$ cat src/rtl/phase_sequencer.sv
// Timed phase sequencer: steps NUM_PHASES phases, each lasting a loaded number of seconds.
// Optional SEQ_PAUSE_EN adds a pause input that freezes counting while in RUN.
module phase_sequencer #(
    parameter int TICKS_PER_SEC = 10000,
    parameter int NUM_PHASES    = 4,
    parameter int SEC_W         = 16,
    localparam int PH_W = (NUM_PHASES > 1) ? $clog2(NUM_PHASES) : 1,
    localparam int PS_W = (TICKS_PER_SEC > 1) ? $clog2(TICKS_PER_SEC) : 1
) (
    input  logic                        CLK,
    input  logic                        reset,
    input  logic                        start,
    input  logic                        abort,
`ifdef SEQ_PAUSE_EN
    input  logic                        pause,
`endif
    input  logic [NUM_PHASES*SEC_W-1:0] durations,
    output logic [PH_W-1:0]             phase,
    output logic                        busy,
    output logic [SEC_W-1:0]            sec_remaining,
    output logic                        phase_done,
    output logic                        seq_done
);

    // IDLE wait for start | LOAD fetch duration | RUN count seconds | DONE seq_done cycle
    typedef enum logic [1:0] {S_IDLE, S_LOAD, S_RUN, S_DONE} state_t;

    localparam logic [PH_W-1:0] LAST_PH = PH_W'(NUM_PHASES - 1);
    localparam logic [PS_W-1:0] PS_MAX  = PS_W'(TICKS_PER_SEC - 1);

    state_t            state_q, state_d;
    logic [PH_W-1:0]   phase_q, phase_d;
    logic [SEC_W-1:0]  sec_q, sec_d;
    logic [PS_W-1:0]   pre_q, pre_d;
    logic              busy_q, busy_d;
    logic              pdone_q, pdone_d;
    logic              sdone_q, sdone_d;
    logic [SEC_W-1:0]  dur_sel;
    logic              run_hold;

`ifdef SEQ_PAUSE_EN
    assign run_hold = pause;
`else
    assign run_hold = 1'b0;
`endif

    assign dur_sel = durations[phase_q*SEC_W +: SEC_W];

    always_comb begin
        state_d = state_q;
        phase_d = phase_q;
        sec_d   = sec_q;
        pre_d   = pre_q;
        pdone_d = 1'b0;
        sdone_d = 1'b0;
        busy_d  = 1'b0;

        case (state_q)
            S_IDLE: begin
                if (start) begin
                    state_d = S_LOAD;
                    phase_d = '0;
                end
            end
            S_LOAD: begin
                pre_d = '0;
                sec_d = dur_sel;
                if (dur_sel != '0) begin
                    state_d = S_RUN;
                end else begin
                    // zero-length phase: finish it immediately, same as an expiry
                    pdone_d = 1'b1;
                    if (phase_q == LAST_PH) begin
                        state_d = S_DONE;
                        sdone_d = 1'b1;
                    end else begin
                        state_d = S_LOAD;
                        phase_d = phase_q + PH_W'(1);
                    end
                end
            end
            S_RUN: begin
                if (!run_hold) begin
                    if (pre_q == PS_MAX) begin
                        pre_d = '0;
                        if (sec_q <= SEC_W'(1)) begin
                            sec_d   = '0;
                            pdone_d = 1'b1;
                            if (phase_q == LAST_PH) begin
                                state_d = S_DONE;
                                sdone_d = 1'b1;
                            end else begin
                                state_d = S_LOAD;
                                phase_d = phase_q + PH_W'(1);
                            end
                        end else begin
                            sec_d = sec_q - SEC_W'(1);
                        end
                    end else begin
                        pre_d = pre_q + PS_W'(1);
                    end
                end
            end
            S_DONE: begin
                state_d = S_IDLE;
            end
            default: begin
                state_d = S_IDLE;
            end
        endcase

        // abort wins over everything except reset and drops any pending pulse
        if (abort) begin
            state_d = S_IDLE;
            phase_d = '0;
            sec_d   = '0;
            pre_d   = '0;
            pdone_d = 1'b0;
            sdone_d = 1'b0;
        end

        busy_d = (state_d != S_IDLE);
    end

    always_ff @(posedge CLK) begin
        if (reset) begin
            state_q <= S_IDLE;
            phase_q <= '0;
            sec_q   <= '0;
            pre_q   <= '0;
            busy_q  <= 1'b0;
            pdone_q <= 1'b0;
            sdone_q <= 1'b0;
        end else begin
            state_q <= state_d;
            phase_q <= phase_d;
            sec_q   <= sec_d;
            pre_q   <= pre_d;
            busy_q  <= busy_d;
            pdone_q <= pdone_d;
            sdone_q <= sdone_d;
        end
    end

    assign phase         = phase_q;
    assign busy          = busy_q;
    assign sec_remaining = sec_q;
    assign phase_done    = pdone_q;
    assign seq_done      = sdone_q;

endmodule

$ cat config.mk
export PLATFORM = sky130hd
export DESIGN_NAME = phase_sequencer
export DESIGN_NICKNAME = d
export VERILOG_FILES = /design/src/rtl/phase_sequencer.sv
export SDC_FILE = /design/constraint.sdc
export NUM_CORES = 1
export LEC_CHECK = 0
export BUFFER_PORTS_ARGS = -buffer_cell sky130_fd_sc_hd__buf_2
export CAP_MARGIN = 20
export CORE_MARGIN = 3
export CORE_UTILIZATION = 50
export CTS_CLUSTER_SIZE = 8
export DETAILED_ROUTE_END_ITERATION = 8
export HOLD_SLACK_MARGIN = 0.08
export PLACE_DENSITY = 0.89
export SLEW_MARGIN = 20
export SYNTH_ARGS = -nofsm -noshare
export SYNTH_HDL_FRONTEND = slang
export SYNTH_SLANG_ARGS = --single-unit
$ cat constraint.sdc
create_clock -name CLK -period 3 [get_ports CLK]
set_input_delay 0.3 -clock CLK [delete_from_list [all_inputs] [get_ports CLK]]
set_output_delay 0.3 -clock CLK [all_outputs]
set_load 0.03 [all_outputs]
---- Word-level counts from Yosys, hierarchy flattened ----
Cells that the tools add are included.
Widths: inputs -> output; s select.
word-level totals
  bits in registers ....................... 37
  bits of input ports ..................... 68
operators by class
  add/subtract/negate cells ............... 3
  $lt $le $gt $ge ......................... 1
  equality and inequality tests ........... 9
  shifts and indexed selects .............. 1
  mux-type cells .......................... 27
  reductions and logical operators ........ 8
operators with widths
  operator               number
  $shiftx 64x7->16       1
  $mux 16                2
  $pmux 16 s2            1
  $pmux 14 s2            1
  $mux 2                 11
  $le 16x1->1 const B    1
  $reduce_bool 16->1     1
  $sub 16x1->16 const B  1
  $add 14x1->14 const B  1
  $eq 14x14->1 const B   1
  $mux 14                1
  $ne 2x2->1 const B     4
  $pmux 2 s4             1
  $mux 1                 7
  $eq 2x2->1 const B     3
  $pmux 2 s3             1
  $reduce_and 5->1       1
  $pmux 1 s2             2
  $reduce_bool 2->1      2
  $reduce_bool 3->1      1
  $add 2x1->2 const B    1
  $eq 2x1->1 const B     1
  $logic_not 2->1        1
  $reduce_and 2->1       1
  $reduce_or 2->1        1

---- Logic depth before layout (Yosys ltp) ----
  word-level depth ........................ 7
  gate-level depth with buffers ........... 10
  mapped depth without buffers ............ 8

---- Worst setup path after synthesis ----
Ideal clock, no wire load.
  kind .................................... register to register
  from .................................... register phase_q[0], in the netlist phase[0]
  to ...................................... register busy_q, in the netlist busy
  arrival time ............................ 2,432 ps
  required time ........................... 2,880 ps
  slack ................................... 448 ps
  cell stages (with the launch flop) ...... 9
  clock period less this slack ............ 2,552 ps
  cell sequence ........................... dfxtp_1 -> buf_2 -> buf_6 -> mux4_2 -> nor4_1 -> and4_1 -> nand3b_1 -> o211ai_2 -> or2_1
on the way
  longest elaborated chain between the ends .. 7
  elaborated cells on any way between the ends .. 10
  classes of those cells .................. eq/ne: 1; shift: 1; mux: 6; reduce/logical: 2
ends and longest elaborated chain
  what                                                                      RTL line  text
  start: declaration                                                        32        logic [PH_W-1:0] phase_q, phase_d;
  start signal: assignment                                                  136       phase_q <= phase_d;
  parallel branches: the longest is 4 deep, another holds $shiftx 64x7->16  n/a
  $pmux 2 s4 *                                                              58        case (state_q)
  $mux 2 *                                                                  113       if (abort) begin
  $reduce_bool 2->1 *                                                       122       busy_d = (state_d != S_IDLE);
  end signal: assignment                                                    139       busy_q <= busy_d;
  end: declaration                                                          35        logic busy_q, busy_d;
Every way passes the cells marked *.
A chain may end at the register's enable or synchronous reset.

---- Worst setup path after layout ----
  from .................................... register sec_q[4], in the netlist sec_remaining[4]
  to ...................................... register busy_q, in the netlist busy
on the way
  longest elaborated chain between the ends .. 6
ends and longest elaborated chain
  what                      RTL line  text
  start: declaration        33        logic [SEC_W-1:0] sec_q, sec_d;
  start signal: assignment  129       sec_q <= '0;
  start signal: assignment  137       sec_q <= sec_d;
  $le 16x1->1               86        if (sec_q <= SEC_W'(1)) begin
  $mux 2                    86
  $mux 2                    84        if (pre_q == PS_MAX) begin
  $pmux 2 s4                58
  $mux 2                    113
  $reduce_bool 2->1         122
No other way between the ends.

==> implementation parameters <==
Parameter                              Value

Timing
  Sum Neg Setup Slack ... 0 ns
  Maximum clock skew at final layout ... 0.005230 ns
  Final critical-path share of the clock period ... 0.8423
  RSZ-0062 raised after global routing ... no
  Setup violators final ... 0
  Relative slew margins ... 0.5710
  Least-Margin Pin Slew ... 0.6376 ns
  Number of pins exceeding their max-slew limit in the final report ... 0
  Hold Violations, Final ... 0
  Achievable Freq ... 0.3958 GHz
  Crit path time final ... 2.527 ns

Critical path
  Peak fanout along the critical path ... 8
  Critical path type ... reg2reg
  Data required time of the critical path ... 3.19 ns
  Worst Reg2Reg Path Length in Cells ... 6
  Worst reg2reg path endpoint ... busy
  Setup crit start kind ... register
  Type of destination of the critical path ... register
  Critical path arrival ... 2.72 ns
  Worst reg-to-reg setup slack ... 0.47 ns
  Beginning of the worst register-to-register path ... sec_remaining[4]

CTS
  Count of hold-fix buffers inserted at cts ... 0
  Longest Clk Path Bufs ... 2
  Register clock-pin slew on the reported worst setup and hold paths ... 0.07 ns
  Clock latency on the worst-skew pair ... 0.30 ns
  Number of setup buffers added after CTS ... 0
  CTS H-Tree Depth ... 2
  Clock buffers created by TritonCTS ... 5
  Library cell used as clock root buffer ... clkbuf_8
  # clock sinks ... 37
  Resized Gates After CTS ... 0
  TritonCTS clock tree ... done

Synthesis
  Number of warnings issued by yosys ... 0
  Register bit count reported by yosys ... 37
  Average cell area after synthesis ... 8.609 sq um
  Combined area of all synthesized cells ... 2531 sq um
  Proportion of netlist area held by the largest area contributor ... 0.2926
  Number of enable-type register cells in the synthesized netlist ... 0
  Library cell with the largest summed area after synthesis ... dfxtp_1
  Synthesized netlist net count ... 370
  Async S/R FF share, synth ... 0
  Netlist cell types ... 52
  Most used flip-flop cell after synthesis ... dfxtp_1
  Synthesized instance count ... 294
  Proportion of synthesized chip area in sequential cells ... 0.2926
  Synth top area cells ... dfxtp_1, mux4_2, nor2_1, nand2_1, ha_1

Final layout
  Net total in the final layout ... 455
  Fraction of layout cells with a size suffix above 1 ... 0.3447
  Most frequent standard cell in the layout excluding fill and tap cells ... buf_2
  Layout overhead on the synthesized area ... 22.39%
  Final antenna diode count ... 0
  Number of filler cells placed in the layout ... 399
  Top library cells by usage in the layout, fill and taps aside ... buf_2, dfxtp_1, nor2_1

Hold path
  Start point of the worst min-delay path ... reset
  Type of the tightest min-delay check ... in2reg
  Hold Path Stages ... 4
  Endpoint of the worst hold path ... state_q[0]

Die
  Std cell rows ... 25
  Chip height ... 77.15 um
  Initial standard-cell utilization of the core ... 0.5255
  Die width ... 77.15 um
  I/O pin cnt ... 89
  Area of the core ... 4817 sq um
  Area of the die ... 5952 sq um

Pwr
  Total power ... 1.089 mW
  Leakage ... 1.265 nW
  Power density of the placed cells ... 351.6 nW/um^2
  Maximum ir drop on the vdd rail ... 211.1 uV

Global routing
  Final global-route overflow total ... 0
  Antenna violations before repair ... 0
  Met3 usage ... 0.03873
  Pin count of the biggest net entering global routing ... 26
  Global routing's busiest layer ... met2
  Wire length of the first global-routing pass ... 11,170 um
  Met2 track demand over resource ... 0.3834
  Overall fraction of global-route tracks in use ... 0.2304
  Via count of the first global-routing pass ... 2,422
  Met1 global-route usage ... 0.3039

Route
  Via density per instance ... 5.794
  Pre-antenna DRT Iters ... 5
  Detail Route Antenna Nets ... 0
  DRT iter0 DRCs ... 323
  DRC violations left ... 0
  Post-Route WL ... 6706 um
  Via count ... 2,590
  Final routed wire length divided by cell count ... 15.00 um

Job
  MaxCap Viol Count ... 0

Place
  PortBufs ... 88
  Final Wtd Congestion ... 0.8767
  Half-perimeter wire length after detailed placement ... 5244 um

Status
  Outcome ... completed
critical path, cell delays in order (launching register included):
cell	delay, ns
dfxtp_1	0.36
or4_4	0.59
or4_1	0.62
nor3_2	0.29
mux2i_1	0.25
o211ai_2	0.11
or2_1	0.21
cell families (layout without fill, tap and decap cells):
family | Yosys count | count (layout) | synth area share
flip-flops | 37 | 37 | 0.2926
AO/OA/AOI/OAI | 63 | 63 | 0.1597
buffers and inverters | 26 | 112 | 0.05388
multiplexers | 20 | 20 | 0.1587
XOR/XNOR | 14 | 14 | 0.04844
AND/OR/NAND/NOR | 126 | 126 | 0.2472
adder cells (fa/ha/maj) | 8 | 8 | 0.03955
cells in the mapped netlist, drive strengths merged (2+ instances only):
master / instances
and3: 2
dfxtp: 37
nand3: 6
mux2i: 3
nand2b: 3
o31ai: 2
a22oi: 5
and2: 8
or4: 2
a21oi: 18
ha: 8
o21ai: 24
nand2: 32
inv: 10
o211ai: 3
a31oi: 2
xnor2: 5
clkbuf: 10
and4: 2
nor3: 12
a211oi: 2
mux4: 16
buf: 6
nor4: 7
nor2: 38
nand4: 6
xor2: 9
o311a: 2
or2: 3
flip-flops by register name, indices dropped and copies added (netlist names):
name and flops:
sec_remaining 16, phase_done 1, pre_q 14, seq_done 1, state_q 2, busy 1
phase 2
where the power goes:
| group | internal, mW | switching [mW] | total (mW) |
|---|---|---|---|
| clock | 0.186 | 0.184 | 0.370 |
| combinational | 0.0959 | 0.118 | 0.214 |
| sequential | 0.498 | 0.00767 | 0.505 |
area by class of cell:
| class | instances | area, sq um | share of cell area |
|---|---|---|---|
| multi-input combinational | 231 | 1654 | 0.5339 |
| sequential | 37 | 740.7 | 0.2391 |
| timing repair buffer | 94 | 485.5 | 0.1567 |
| tap | 67 | 83.83 | 0.02706 |
| clock buffer | 6 | 82.58 | 0.02666 |
| inverter | 10 | 37.54 | 0.01212 |
| clock inverter | 2 | 13.76 | 0.004443 |
per-layer routing:
layer	part of all wire	vias to the layer above	routed length (um)
met5	0	-	0
li1	-	1236	-
met3	0.075	12	502
met4	0.017	0	112
met1	0.43	1220	2898
met2	0.48	122	3192
how the worst max path moves through the flow:
stage / depth (start not counted) / slack (ns) / to / startpoint
2_1_floorplan: 8 / 0.45 / busy / phase[0]
3_3_place_gp: 6 / 0.57 / busy / sec_remaining[4]
3_5_place_dp: 6 / 0.47 / busy / sec_remaining[4]
4_1_cts: 6 / 0.47 / busy / sec_remaining[4]
5_1_grt: 7 / 0.30 / sec_remaining[4] / state_q[0]
6_report: 6 / 0.47 / busy / sec_remaining[4]
through the flow:
| step | util | cell area (sq um) | instances | setup WS, ns | hold slack, ns |
|---|---|---|---|---|---|
| global placement | 0.6231 | 3002 | 439 | 0.5672 | 0.4722 |
| floorplan | - | 2531 | 294 | 0.4476 | 0.4716 |
| finish | 0.6431 | 3098 | 447 | 0.4732 | 0.3619 |
| global route | 0.6431 | 3098 | 447 | 0.3020 | 0.4077 |
| detailed placement | 0.6231 | 3002 | 439 | 0.4727 | 0.4711 |
| CTS | 0.6431 | 3098 | 447 | 0.4730 | 0.3546 |
No activity file was read; power rests on OpenSTA's default activity.
